**src/rtl/hack_uart_rom_loader.sv**
```systemverilog
// hack_uart_rom_loader: drains bytes from a UART receive FIFO and programs the Hack instruction
// ROM. The host sends a 16-bit big-endian word count N, then N big-endian 16-bit words. The words
// are written to ROM from address 0 upwards. The CPU is held in reset until the load completes.
//
// Optional feature macro: HACK_LOADER_CHECKSUM_EN. When it is defined, one trailing byte is
// expected after the last word (or after the header when N = 0). That byte must equal the XOR of
// all header and payload bytes, or the load ends in ERROR.
//
// Ports:
//   i_CLK, i_RESET_n    clock; asynchronous active-low reset
//   i_UART_Empty        FIFO empty flag
//   i_Data              FIFO read data, valid the cycle after o_Read_EN
//   i_Load_Req          restart request, honoured only in DONE or ERROR
//   o_Read_EN           one-cycle FIFO read strobe
//   o_ROM_WE            one-cycle ROM write enable
//   o_ROM_Addr          ROM write address
//   o_ROM_Data          ROM write data
//   o_CPU_Reset         1 = CPU held in reset
//   o_Done / o_Error    load finished successfully / load aborted
module hack_uart_rom_loader #(
  parameter int unsigned ADDR_W    = 15,
  parameter int unsigned ROM_DEPTH = 32768,
  parameter int unsigned DATA_BITS = 8
) (
  input  logic                 i_CLK,
  input  logic                 i_RESET_n,
  input  logic                 i_UART_Empty,
  input  logic [DATA_BITS-1:0] i_Data,
  input  logic                 i_Load_Req,
  output logic                 o_Read_EN,
  output logic                 o_ROM_WE,
  output logic [ADDR_W-1:0]    o_ROM_Addr,
  output logic [15:0]          o_ROM_Data,
  output logic                 o_CPU_Reset,
  output logic                 o_Done,
  output logic                 o_Error
);

`ifdef HACK_LOADER_CHECKSUM_EN
  typedef enum logic [2:0] {
    StHdrHi, StHdrLo, StWordHi, StWordLo, StWrite, StDone, StError, StChk
  } state_e;
  localparam state_e StLoaded = StChk;
`else
  typedef enum logic [2:0] {
    StHdrHi, StHdrLo, StWordHi, StWordLo, StWrite, StDone, StError
  } state_e;
  localparam state_e StLoaded = StDone;
`endif

  localparam logic [16:0] DepthW = 17'(ROM_DEPTH);

  state_e              state_q, state_d;
  logic [15:0]         n_q, n_d;
  logic [15:0]         cnt_q, cnt_d;
  logic [ADDR_W-1:0]   addr_q, addr_d;
  logic [15:0]         data_q, data_d;
  logic                pend_q, pend_d;   // a strobe was issued last cycle; i_Data valid now
  logic                run_q;            // keeps the strobe low while in / just out of reset
  logic                byte_state;
  logic                read_en;
  logic [7:0]          byte_in;
  logic [15:0]         n_full;
  logic [15:0]         cnt_inc;
`ifdef HACK_LOADER_CHECKSUM_EN
  logic [7:0]          csum_q, csum_d;
`endif

  assign byte_in = i_Data[7:0];

  always_comb begin
    state_d  = state_q;
    n_d      = n_q;
    cnt_d    = cnt_q;
    addr_d   = addr_q;
    data_d   = data_q;
    n_full   = {n_q[15:8], byte_in};
    cnt_inc  = cnt_q + 16'd1;
`ifdef HACK_LOADER_CHECKSUM_EN
    csum_d   = csum_q;
    byte_state = (state_q == StHdrHi) || (state_q == StHdrLo) || (state_q == StWordHi) ||
                 (state_q == StWordLo) || (state_q == StChk);
`else
    byte_state = (state_q == StHdrHi) || (state_q == StHdrLo) || (state_q == StWordHi) ||
                 (state_q == StWordLo);
`endif
    // Strobe only when data is available and the previous strobe's byte is not being captured.
    read_en = run_q && byte_state && !i_UART_Empty && !pend_q;
    pend_d  = read_en;

`ifdef HACK_LOADER_CHECKSUM_EN
    if (pend_q && (state_q != StChk)) begin
      csum_d = csum_q ^ byte_in;
    end
`endif

    unique case (state_q)
      StHdrHi: begin
        if (pend_q) begin
          n_d[15:8] = byte_in;
          state_d   = StHdrLo;
        end
      end
      StHdrLo: begin
        if (pend_q) begin
          n_d = n_full;
          if (n_full == 16'd0) begin
            state_d = StLoaded;
          end else if ({1'b0, n_full} > DepthW) begin
            state_d = StError;
          end else begin
            state_d = StWordHi;
          end
        end
      end
      StWordHi: begin
        if (pend_q) begin
          data_d[15:8] = byte_in;
          state_d      = StWordLo;
        end
      end
      StWordLo: begin
        if (pend_q) begin
          data_d[7:0] = byte_in;
          state_d     = StWrite;
        end
      end
      StWrite: begin
        // The last increment may wrap the address to 0 when N equals the full ROM depth.
        addr_d  = addr_q + 1'b1;
        cnt_d   = cnt_inc;
        state_d = (cnt_inc == n_q) ? StLoaded : StWordHi;
      end
`ifdef HACK_LOADER_CHECKSUM_EN
      StChk: begin
        if (pend_q) begin
          state_d = (byte_in == csum_q) ? StDone : StError;
        end
      end
`endif
      StDone, StError: begin
        if (i_Load_Req) begin
          state_d = StHdrHi;
          addr_d  = '0;
          cnt_d   = '0;
`ifdef HACK_LOADER_CHECKSUM_EN
          csum_d  = '0;
`endif
        end
      end
    endcase
  end

  always_ff @(posedge i_CLK or negedge i_RESET_n) begin
    if (!i_RESET_n) begin
      state_q <= StHdrHi;
      n_q     <= '0;
      cnt_q   <= '0;
      addr_q  <= '0;
      data_q  <= '0;
      pend_q  <= 1'b0;
      run_q   <= 1'b0;
`ifdef HACK_LOADER_CHECKSUM_EN
      csum_q  <= '0;
`endif
    end else begin
      state_q <= state_d;
      n_q     <= n_d;
      cnt_q   <= cnt_d;
      addr_q  <= addr_d;
      data_q  <= data_d;
      pend_q  <= pend_d;
      run_q   <= 1'b1;
`ifdef HACK_LOADER_CHECKSUM_EN
      csum_q  <= csum_d;
`endif
    end
  end

  assign o_Read_EN   = read_en;
  assign o_ROM_WE    = (state_q == StWrite);
  assign o_ROM_Addr  = addr_q;
  assign o_ROM_Data  = data_q;
  assign o_CPU_Reset = (state_q != StDone);
  assign o_Done      = (state_q == StDone);
  assign o_Error     = (state_q == StError);

endmodule

```
**config.mk**
```make
export PLATFORM = sky130hd
export DESIGN_NAME = hack_uart_rom_loader
export DESIGN_NICKNAME = d
export VERILOG_FILES = /design/src/rtl/hack_uart_rom_loader.sv
export SDC_FILE = /design/constraint.sdc
export NUM_CORES = 1
export LEC_CHECK = 0
export CORE_MARGIN = 2
export CORE_UTILIZATION = 55
export DETAILED_ROUTE_END_ITERATION = 8
export HOLD_SLACK_MARGIN = 0.12
export PLACE_DENSITY = 0.78
export SLEW_MARGIN = 10
export SYNTH_ARGS = -nofsm -noshare
export SYNTH_HDL_FRONTEND = slang
export SYNTH_SLANG_ARGS = --single-unit
```
**constraint.sdc**
```tcl
create_clock -name i_CLK -period 2.8 [get_ports i_CLK]
set_clock_uncertainty 0.05 [all_clocks]
set_input_delay 0.56 -clock i_CLK [delete_from_list [all_inputs] [get_ports i_CLK]]
set_output_delay 0.56 -clock i_CLK [all_outputs]
set_load 0.01 [all_outputs]
```
==> results by group <==
Outcome
  – Status: complete, no violations

Power and ir drop
  – VDD IR max: between 0.0005 and 0.0006 V
  – Leak: roughly 1.8 nW
  – NetSw: approximately 1.5 mW
  – Clk pwr share: between 15 and 20%
  – Power consumption: between 4 and 5 mW
  – Internal power: roughly 2.7 mW
  – Flop pwr share: 42.4%
  – Pwr Density: 965 nW/um^2
  – Comb power frac: 38.2%
  – Sw Share: a little over a third

Global route
  – Largest net degree at the start of global routing: 41
  – Total GRT Usage: between 20% and 30%
  – Vias in the first global route: ~2700
  – Initial antenna violation count: 0
  – GRT Residual Overflow: 0
  – First-pass GRT wire length: about 13000 um

Floorplanning
  – Die area: around 7300 um^2
  – I/O pin total: 48
  – Die W: about 85 um
  – Die Y: 85.4 um
  – Cell Rows: 29
  – Starting density of the core: 57.1%
  – Placeable Area: 6390 um^2

STA
  – Least-Margin Pin Slew: about 730 ps
  – Slew margin rel.: 51.1%
  – Unrepaired setup endpoints after global routing: no
  – Slew Viols, Final: 0
  – Setup TNS: 0 ps
  – Fin crit share: ~92%
  – Final setup violation count: 0
  – Fmax: a little under 400 MHz
  – Crit path time final: 2590 ps
  – Final hold violations: 0

Setup path
  – WS Path Type: flip-flop to output pin
  – Setup crit start kind: flip-flop
  – CP peak stage delay: about 580 ps
  – Critical R2R Capture: state_q[1]$_DFFE_PN0P_
  – Cell family with most CP delay: buffers and inverters
  – R2R cell count: 7
  – Flop2flop setup slack: around 370 ps
  – RR Startpoint: cnt_q[0]$_DFFE_PN0P_
  – Buf/Inv on CP: 2
  – CP arrival: between 1500 and 2000 ps
  – CP max FO: 13
  – Slowest CP cell: dfrtp_1
  – Worst endpoint required time: 2190 ps
  – Endpoint class of the critical path: output pin
  – CP Cell Sequence: nand2b_1 -> or2_2 -> inv_2 -> clkdlybuf4s50_1

Clocking
  – Clk_lat worst skew: 350 ps
  – CTS root buf: clkbuf_8
  – CTS sink count: slightly below 70
  – Post-CTS setup buffer count: 0
  – Clk pin slew, worst setup/hold paths: roughly 70 ps
  – CTS tree: yes
  – Num CTS Buffers: 9
  – Resized cells post-CTS: 0
  – Hold Buf Count CTS: 0
  – Max Root-Sink Buffers: 2
  – H-tree depth: 3

Yosys
  – Ys Warns: 0
  – Netlist Area Pre-Place: ~3600 um^2
  – Count of cell types in the netlist: 61
  – Number of flops mapped to enable cells by yosys: 0
  – #FFs+latches synth: between 60 and 70
  – Syn Inst Count: ~350
  – Main synth FF type: dfrtp_1
  – Syn Nets: ~370
  – Post-synthesis sequential area ratio: between 40% and 50%
  – Synthesized area per cell: between 10 and 15 um^2
  – Asr flop ratio synth: between 90% and 100%

Job
  – Max-cap violations: 0

Layout
  – Net count reported at finish: 419
  – # diodes: 0
  – Area grow syn2layout: 21.2%
  – Layout Cells excl Fill: a little under 500
  – Fill count: 481
  – Layout cells sized above 1: between 15 and 20%

Drt
  – Vias per cell: 5.93
  – DR vias: slightly below 3000
  – DRT antenna net count: 0
  – Iteration count of the initial detailed-routing pass: 4
  – Drt total wl: 8000 um
  – Routed wire length per instance: between 15 and 20 um
  – First-iteration detailed-routing DRC count: between 150 and 200
  – Total DRC errors in the routed layout: 0

Place
  – GPL Wtd Cong: slightly below 0.9
  – Placed insts: 471
  – Hpwl dp: 5770 um
  – I/O Buffers: 47

Min path
  – Worst Hold Class: input port to asynchronous set/reset pin
==> area by class of cell <==
cell class              count  area, um^2  share of cell area (%)
multi-input cells         256        1810                    41.0
flip-flops and latches     68        1700                    38.5
repair buffers             59         568                    12.9
clock buffers              12         155                    3.51
well taps                  77        96.3                    2.18
clock inverters             4        47.5                    1.08
inverters                  11        41.3                   0.934
==> power by group through the flow <==
stage	Clock [mW]	Combinational [mW]	Sequential (mW)
5_1_grt	0.877	1.79	1.87
2_1_floorplan	0	1.17	1.67
3_3_place_gp	0	1.57	1.79
4_1_cts	0.842	1.64	1.80
3_5_place_dp	0	1.63	1.81
6_report	0.829	1.63	1.81
==> cell usage in the layout (no fill, tap or decap), types with 3 or more instances in the layout <==
master	synthesis	final
nand2_1	19	19
clkdlybuf4s50_1	0	46
nor2_1	35	35
nor3b_1	3	3
o31ai_1	5	5
nor3_1	8	8
o21ai_0	27	27
nand3_1	11	11
mux2i_1	6	6
clkbuf_8	0	11
a21oi_1	6	6
o211ai_1	3	3
xnor2_1	18	18
buf_4	5	11
and3b_1	3	3
nor4_1	5	5
nand2b_1	3	3
dfrtp_1	68	68
mux2_2	33	33
a31oi_1	3	3
inv_1	10	10
nand4_1	6	6
nor4b_1	3	3
xor2_1	14	14
==> routing by layer <==
layer	track usage (%)	up-vias	part of all wire, %
li1	-	1373	-
met1	31.8	1405	46
met2	36.6	100	47
met3	5.35	11	5.0
met5	0	-	0
met4	8.51	0	1.8
==> state kept, by name, summed over array words and instances (netlist names) <==
register,cells
state_q,3
pend_q,1
o_ROM_Data,16
n_q,16
run_q,1
cnt_q,16
o_ROM_Addr,15
==> how the worst max path moves through the flow <==
stage | startpoint | to | slack [ps] | cells past startpoint
CTS | state_q[2]$_DFFE_PN0P_ | o_ROM_WE | 200 | 4
floorplan | cnt_q[5]$_DFFE_PN0P_ | state_q[1]$_DFFE_PN0P_ | 600 | 7
finish | state_q[2]$_DFFE_PN0P_ | o_ROM_WE | 210 | 4
global route | state_q[2]$_DFFE_PN0P_ | o_ROM_WE | 110 | 4
global placement | i_Load_Req | o_ROM_Addr[8]$_DFFE_PN0P_ | 250 | 6
detailed placement | i_Load_Req | o_ROM_Addr[6]$_DFFE_PN0P_ | 170 | 6
==> stage by stage <==
stage               util [%]  instance area (um^2)  setup slack [ps]  hold slack [ps]
floorplan                  -                  3650               601              214
global placement        66.0                  4220               253              438
detailed placement      66.0                  4220               170              447
CTS                     69.2                  4420               199              221
global route            69.2                  4420               108              262
finish                  69.2                  4420               213              196
==> Yosys cell counts (3+ instances only) <==
cell	n	area share, %
a21oi_1	6	0.82
a31oi_1	3	0.51
and3b_1	3	0.72
buf_2	4	0.55
buf_4	5	1.0
clkbuf_1	8	0.82
dfrtp_1	68	47
inv_1	10	1.0
mux2_2	33	10
mux2i_1	6	1.6
nand2_1	19	2.0
nand2b_1	3	0.51
nand3_1	11	1.5
nand4_1	6	1.0
nor2_1	35	3.6
nor3_1	8	1.1
nor3b_1	3	0.62
nor4_1	5	0.86
nor4b_1	3	0.72
o211ai_1	3	0.62
o21ai_0	27	3.7
o31ai_1	5	1.0
xnor2_1	18	4.3
xor2_1	14	3.4
==> cells by family (layout without fill, tap and decap cells) <==
logic type / Yosys count / after routing / share of synthesized area, %
AOI/OAI and AO/OA: 63 / 63 / 10.9
xor gates and xnor gates: 32 / 32 / 7.68
adders and majority gates: 3 / 3 / 0.960
buffers and inverters: 30 / 86 / 3.74
DFF: 68 / 68 / 46.6
muxes: 39 / 39 / 11.8
other: 1 / 1 / 0.103
and+or+nand+nor: 118 / 118 / 18.1
Note: power is estimated with default switching activity, not from simulation.
